`src/rtl/uart_rx_core_if.sv`:
```
// Signal bundle between the RX line/config side and the uart_rx_core frame engine.
// The master drives the serial line and frame configuration; the slave (the core)
// returns received data and the per-frame status pulses.
interface uart_rx_core_if #(
    parameter int DATA_WIDTH = 8
);
    logic                  RX_IN;
    logic                  PAR_EN;
    logic                  PAR_TYP;
    logic [5:0]            Prescale;
    logic [DATA_WIDTH-1:0] P_DATA;
    logic                  Data_Valid;
    logic                  Par_Err;
    logic                  Stp_Err;

    modport master (
        output RX_IN, PAR_EN, PAR_TYP, Prescale,
        input  P_DATA, Data_Valid, Par_Err, Stp_Err
    );

    modport slave (
        input  RX_IN, PAR_EN, PAR_TYP, Prescale,
        output P_DATA, Data_Valid, Par_Err, Stp_Err
    );
endinterface

```
`src/rtl/uart_rx_core.sv`:
```
// UART receive frame engine: oversamples RX_IN at the captured prescale, takes a
// 3-sample majority vote mid-bit, rejects glitched start bits, shifts data in LSB
// first, checks optional parity and the stop bit, and emits one status pulse per frame.
module uart_rx_core #(
    parameter int DATA_WIDTH = 8
) (
    input logic           clk,
    input logic           reset,
    uart_rx_core_if.slave bus
);
    localparam int BIT_CNT_W = $clog2(DATA_WIDTH) + 1;

    typedef enum logic [2:0] {
        IDLE,
        START,
        DATA,
        PARITY,
        STOP
    } state_t;

    state_t                state_q, state_d;
    logic [5:0]            prescale_q;
    logic                  par_en_q;
    logic                  par_typ_q;
    logic [5:0]            edge_cnt_q;
    logic [BIT_CNT_W-1:0]  bit_cnt_q;
    logic [2:0]            samples_q;
    logic [DATA_WIDTH-1:0] shift_q;
    logic                  par_err_q;
    logic                  stp_err_q;

    logic [5:0] half;
    logic       bit_end;
    logic       vote_edge;
    logic       majority;
    logic       last_data_bit;

    // Only 16 and 32 are honoured; every other encoding runs at 8 clocks per bit.
    function automatic logic [5:0] decode_prescale(input logic [5:0] p);
        case (p)
            6'd16:   return 6'd16;
            6'd32:   return 6'd32;
            default: return 6'd8;
        endcase
    endfunction

    assign half          = {1'b0, prescale_q[5:1]};
    assign bit_end       = (edge_cnt_q == prescale_q - 6'd1);
    assign vote_edge     = (edge_cnt_q == half + 6'd2);
    assign majority      = (samples_q[0] & samples_q[1]) |
                           (samples_q[0] & samples_q[2]) |
                           (samples_q[1] & samples_q[2]);
    assign last_data_bit = (bit_cnt_q == BIT_CNT_W'(DATA_WIDTH - 1));

    // State register.
    always_ff @(posedge clk) begin
        // NOTE: sequential state uses non-blocking assignments so every register
        // samples pre-edge values regardless of block ordering.
        if (reset) state_q <= IDLE;
        else       state_q <= state_d;
    end

    // Next-state decode; a start bit voted high is a glitch and aborts the frame.
    always_comb begin
        // NOTE: default first so no path leaves state_d unassigned (no latch).
        state_d = state_q;
        case (state_q)
            IDLE:    if (!bus.RX_IN) state_d = START;
            START: begin
                if (vote_edge && majority) state_d = IDLE;
                else if (bit_end)          state_d = DATA;
            end
            DATA:    if (bit_end && last_data_bit) state_d = par_en_q ? PARITY : STOP;
            PARITY:  if (bit_end) state_d = STOP;
            STOP:    if (bit_end) state_d = IDLE;
            default: state_d = IDLE;
        endcase
    end

    // Datapath: config capture, edge/bit counters, voting, shifting, error flags, outputs.
    always_ff @(posedge clk) begin
        if (reset) begin
            // NOTE: shift_q and samples_q carry no reset; they are always written
            // before being read within a frame, so resetting them buys nothing.
            prescale_q     <= 6'd8;
            par_en_q       <= 1'b0;
            par_typ_q      <= 1'b0;
            edge_cnt_q     <= '0;
            bit_cnt_q      <= '0;
            par_err_q      <= 1'b0;
            stp_err_q      <= 1'b0;
            bus.P_DATA     <= '0;
            bus.Data_Valid <= 1'b0;
            bus.Par_Err    <= 1'b0;
            bus.Stp_Err    <= 1'b0;
        end else begin
            bus.Data_Valid <= 1'b0;
            bus.Par_Err    <= 1'b0;
            bus.Stp_Err    <= 1'b0;

            if (state_q == IDLE) begin
                edge_cnt_q <= '0;
                bit_cnt_q  <= '0;
                // The cycle that sees the falling edge is edge 0 of the start bit.
                if (!bus.RX_IN) begin
                    edge_cnt_q <= 6'd1;
                    prescale_q <= decode_prescale(bus.Prescale);
                    par_en_q   <= bus.PAR_EN;
                    par_typ_q  <= bus.PAR_TYP;
                    par_err_q  <= 1'b0;
                    stp_err_q  <= 1'b0;
                end
            end else begin
                edge_cnt_q <= bit_end ? 6'd0 : edge_cnt_q + 6'd1;

                if (edge_cnt_q == half - 6'd1) samples_q[0] <= bus.RX_IN;
                if (edge_cnt_q == half)        samples_q[1] <= bus.RX_IN;
                if (edge_cnt_q == half + 6'd1) samples_q[2] <= bus.RX_IN;

                if (vote_edge) begin
                    case (state_q)
                        START:   if (majority) edge_cnt_q <= '0;
                        DATA:    shift_q   <= {majority, shift_q[DATA_WIDTH-1:1]};
                        PARITY:  par_err_q <= majority != ((^shift_q) ^ par_typ_q);
                        STOP:    stp_err_q <= ~majority;
                        default: ;
                    endcase
                end

                if (bit_end && state_q == DATA)
                    bit_cnt_q <= last_data_bit ? '0 : bit_cnt_q + 1'b1;

                // Frame completion: exactly one kind of pulse, on the cycle after the stop bit.
                if (bit_end && state_q == STOP) begin
                    if (par_err_q || stp_err_q) begin
                        bus.Par_Err <= par_err_q;
                        bus.Stp_Err <= stp_err_q;
                    end else begin
                        bus.P_DATA     <= shift_q;
                        bus.Data_Valid <= 1'b1;
                    end
                end
            end
        end
    end
endmodule

```
`src/flat_wrapper.sv`:
```
// flat-port wrapper written by rule: the top's interface ports become plain ports
module uart_rx_core_flat 
#(
    parameter int DATA_WIDTH = 8
)
  (clk, reset, bus_RX_IN, bus_PAR_EN, bus_PAR_TYP, bus_Prescale, bus_P_DATA, bus_Data_Valid, bus_Par_Err, bus_Stp_Err);
  uart_rx_core_if #(.DATA_WIDTH(DATA_WIDTH)) bus_i ();
  input logic clk;
  input logic reset;
  input wire logic [$bits(bus_i.RX_IN)-1:0] bus_RX_IN;
  input wire logic [$bits(bus_i.PAR_EN)-1:0] bus_PAR_EN;
  input wire logic [$bits(bus_i.PAR_TYP)-1:0] bus_PAR_TYP;
  input wire logic [$bits(bus_i.Prescale)-1:0] bus_Prescale;
  output wire logic [$bits(bus_i.P_DATA)-1:0] bus_P_DATA;
  output wire logic [$bits(bus_i.Data_Valid)-1:0] bus_Data_Valid;
  output wire logic [$bits(bus_i.Par_Err)-1:0] bus_Par_Err;
  output wire logic [$bits(bus_i.Stp_Err)-1:0] bus_Stp_Err;
  assign bus_i.RX_IN = bus_RX_IN;
  assign bus_i.PAR_EN = bus_PAR_EN;
  assign bus_i.PAR_TYP = bus_PAR_TYP;
  assign bus_i.Prescale = bus_Prescale;
  assign bus_P_DATA = bus_i.P_DATA;
  assign bus_Data_Valid = bus_i.Data_Valid;
  assign bus_Par_Err = bus_i.Par_Err;
  assign bus_Stp_Err = bus_i.Stp_Err;
  uart_rx_core #(.DATA_WIDTH(DATA_WIDTH)) u_core (.clk(clk), .reset(reset), .bus(bus_i));
endmodule
```
`config.mk`:
```
export PLATFORM = sky130hd
export DESIGN_NAME = uart_rx_core_flat
export DESIGN_NICKNAME = d
export VERILOG_FILES = /design/src/rtl/uart_rx_core_if.sv /design/src/rtl/uart_rx_core.sv /design/src/flat_wrapper.sv
export SDC_FILE = /design/constraint.sdc
export NUM_CORES = 1
export LEC_CHECK = 0
export ABC_AREA = 0
export CAP_MARGIN = 40
export CELL_PAD_IN_SITES_DETAIL_PLACEMENT = 1
export CELL_PAD_IN_SITES_GLOBAL_PLACEMENT = 2
export CORE_MARGIN = 5
export CORE_UTILIZATION = 40
export DETAILED_ROUTE_END_ITERATION = 8
export DONT_BUFFER_PORTS = 1
export HOLD_SLACK_MARGIN = 0.03
export PLACE_DENSITY_LB_ADDON = 0.1
export SLEW_MARGIN = 25
export SYNTH_ARGS = -nofsm -noshare
export SYNTH_HDL_FRONTEND = slang
export SYNTH_SLANG_ARGS = --single-unit
```
`constraint.sdc`:
```
create_clock -name clk -period 2.7 [get_ports clk]
set_clock_uncertainty 0.15 [all_clocks]
set_input_delay 0.27 -clock clk [delete_from_list [all_inputs] [get_ports clk]]
set_output_delay 0.27 -clock clk [all_outputs]
set_load 0.005 [all_outputs]
```
==> metrics.md <==
| Metric | Value |
|---|---|
| Avg Cell Area, Syn | `10.07 um^2` |
| Hold_ws | `0.05863 ns` |
| Multiplexer share of the synthesized area | `0.05386` |
| CP Capture Type | `flop` |
| Routed WL | `4786 um` |
| Seq/Total Area, Yosys | `0.4651` |
| Gr usage total | `0.1600` |
| Final slew viol count | `0` |
| Setup violators final | `0` |
| Initial DRC Count | `70` |
| Post-synth top cells | `31 x dfxtp_1, 24 x nor2_1, 15 x nand2_1` |
| CP bufs+invs | `1` |
| Critical path fanouts, max | `13` |
| CP Launch Type | `flop` |
| Crit path DAT | `2.47 ns` |
| Port Buffer Count | `0` |
| Post-synth EDFFs | `11` |
| DRT Pass-1 Iters | `4` |
| Post_cts resized | `0` |
| Die Width | `81.49 um` |
| Largest family of logic cells by synthesized area | `simple AND/OR/NAND/NOR gates` |
| Post-Synth XOR/XNOR Area | `0.1181` |
| Synth Warn # | `0` |
| Placed Area | `0.002116 mm^2` |
| Maxcap violations | `0` |
| DRC viols | `0` |
| Root Buffer | `clkbuf_8` |
| Antenna diodes | `0` |
| Final #Nets | `229` |
| Final hold viol count | `0` |
| GP Congestion | `0.7671` |
| Leakage | `0.8058 nW` |
| CTS HTree Levels | `2` |
| DIE HEIGHT | `81.49 um` |
| Die area | `0.006641 mm^2` |
| Outcome | `finished, final reports clean` |
| Compound-cell area share of the yosys netlist | `0.08323` |
| Post-DP HPWL | `3504 um` |
| Post-CTS Setup Inserts | `0` |
| Period utilization | `0.9033` |
| Total negative slack | `0 ns` |
| IO Pins | `22` |
| Slew margin rel. | `0.4978` |
| Syn_nets | `220` |
| CTS tree | `yes` |
| Most common cell in the synthesized netlist | `dfxtp_1` |
| Skew-Pair Late Insertion Delay | `0.29 ns` |
| Layout cell share with drive strength beyond 1 | `0.1080` |
| CTS max path bufs | `2` |
| Number of core rows | `26` |
| RSZ-0062 raised after global routing | `no` |
| Cell count after synthesis | `203` |
| Post-route cell area | `0.002323 mm^2` |
| DR vias/cell | `5.254` |
| Reg clk slew, reported paths | `0.08 ns` |
| Power density over the cells | `690.3 mW/mm^2` |
| Avg WL per Cell | `16.91 um` |
| Area contributors post-synth | `dfxtp_1 30%, edfxtp_1 16%, mux2i_1 5.4%` |
| CP top delay family | `simple AND/OR/NAND/NOR gates` |
| Distinct cells, synth | `46` |
| Initial antenna violation count | `0` |
| Clock sink count | `42` |
| Worst VDD drop | `0.3164 mV` |
| Synth Flop Type | `dfxtp_1` |
| Slowest stage cell on the critical path | `nor3_1` |
| Max Freq | `410.0 MHz` |
| Pin count of the biggest net entering global routing | `16` |
| Crit path kind | `reg -> reg` |
| WP data required | `2.73 ns` |
| Synth area leader | `dfxtp_1` |
| Vias | `1487` |
| Post-route ant nets | `0` |
| CP peak stage delay | `0.64 ns` |
| Initial Util | `0.4055` |
| Core area | `0.005042 mm^2` |
| Syn-to-layout area delta | `13.65%` |
| Vias in the first global route | `1631` |
| Synth Area in Simple Gates | `0.2069` |
| Critical-path cell list | `nor3_1, nand2b_1, nand2_1, a21oi_1, dlygate4sd3_1` |
| Min Tclk post-route | `2.439 ns` |
| Synth top area share | `0.3035` |
| First-pass GRT wire length | `8017 um` |
| Async set-or-reset flop fraction in the synthesized netlist | `0` |
| Area share of fa/ha/maj cells after synthesis | `0.04162` |
| Overall power | `1.604 mW` |
| Hold buffer count at cts | `7` |
| GRT Residual Overflow | `0` |
| Min-delay worst type | `in -> reg` |
| Mapped cell area | `0.002044 mm^2` |
| Num CTS Buffers | `5` |
| Synth Register Bits | `42` |
| Worst slew pin tran | `0.7475 ns` |
## metrics by stage
step                      cells    util  setup slack, ns
after floorplan             203       -           0.4617
after global placement      268  0.4196           0.4657
after detailed placement    268  0.4196           0.3318
after CTS                   283  0.4608           0.2785
after global routing        283  0.4608          0.06224
final                       283  0.4608           0.2611
## layer usage
| layer | GRT usage | share of wire |
|---|---|---|
| met5 | 0 | 0 |
| met4 | 0.05236 | 0.011 |
| met3 | 0.02632 | 0.031 |
| met2 | 0.3037 | 0.54 |
| met1 | 0.1793 | 0.41 |
## logic make-up after synthesis
group,count (synthesis)
flops,42
simple gates,79
mux,11
fa+ha+maj,7
xor+xnor,25
compound gates,26
buf+inv,13
## cell type report
type / count / area, um^2
Sequential cell: 42 / 950.9
Tap cell: 70 / 87.58
Inverter: 5 / 18.77
Timing Repair Buffer: 10 / 92.59
Clock inverter: 3 / 68.82
Multi-Input combinational cell: 148 / 1036
Clock buffer: 5 / 68.82
Fill cell: 576 / 2719
## path summary, 6_finish.rpt
path | cells after the start | startpoint | to | slack, ns
worst max-delay path | 5 | u_core.state_q[0] | u_core.prescale_q[4] | 0.26
worst min-delay path | 2 | reset | u_core.bus.Stp_Err | 0.06
worst max register to register | 5 | u_core.state_q[0] | u_core.prescale_q[4] | 0.26
worst min register to register | 2 | u_core.par_typ_q | u_core.par_typ_q | 0.33
## worst register-to-register path: cells and delay by family (launching register included)
kind                   cells  cell delay (ns)
flip-flops                 1             0.46
AND/OR/NAND/NOR            3             1.09
AO/OA/AOI/OAI              1             0.06
buffers and inverters      1             0.58
## cell usage in the layout, fill, tap and decap left out, drive strengths merged, types with 2 or more instances in the layout
cell and count:
dfxtp 31, mux2i 11, nor3 6, o211ai 2, nand2b 4, o21ai 5, nor2 24, buf 3
and3 3, inv 5, xor2 13, edfxtp 11, nor4 5, clkbuf 5, a31oi 3, nor3b 2
dlygate4sd3 7, nand3 7, bufinv 2, nand2 15, ha 6, xnor2 11, nand4b 2, and2 6
a21oi 8
## state kept, by name, indices dropped and copies added, names as in the netlist
register and cells:
u_core.par_typ_q 1, u_core.par_en_q 1, u_core.bus.P_DATA 8, u_core.par_err_q 1, u_core.samples_q 3, u_core.state_q 3
u_core.bus.Par_Err 1, u_core.shift_q 8, u_core.bus.Stp_Err 1, u_core.stp_err_q 1, u_core.bus.Data_Valid 1, u_core.bit_cnt_q 4
u_core.edge_cnt_q 6, u_core.prescale_q 3
## where the power goes
part,switching (mW),leakage (nW),internal (mW),total [mW]
Sequential,0.0546,0.349,0.673,0.727
Combinational,0.170,0.388,0.110,0.279
Clock,0.227,0.0683,0.371,0.597
Total,0.451,0.806,1.15,1.60
(Power assumes the default switching activity.)
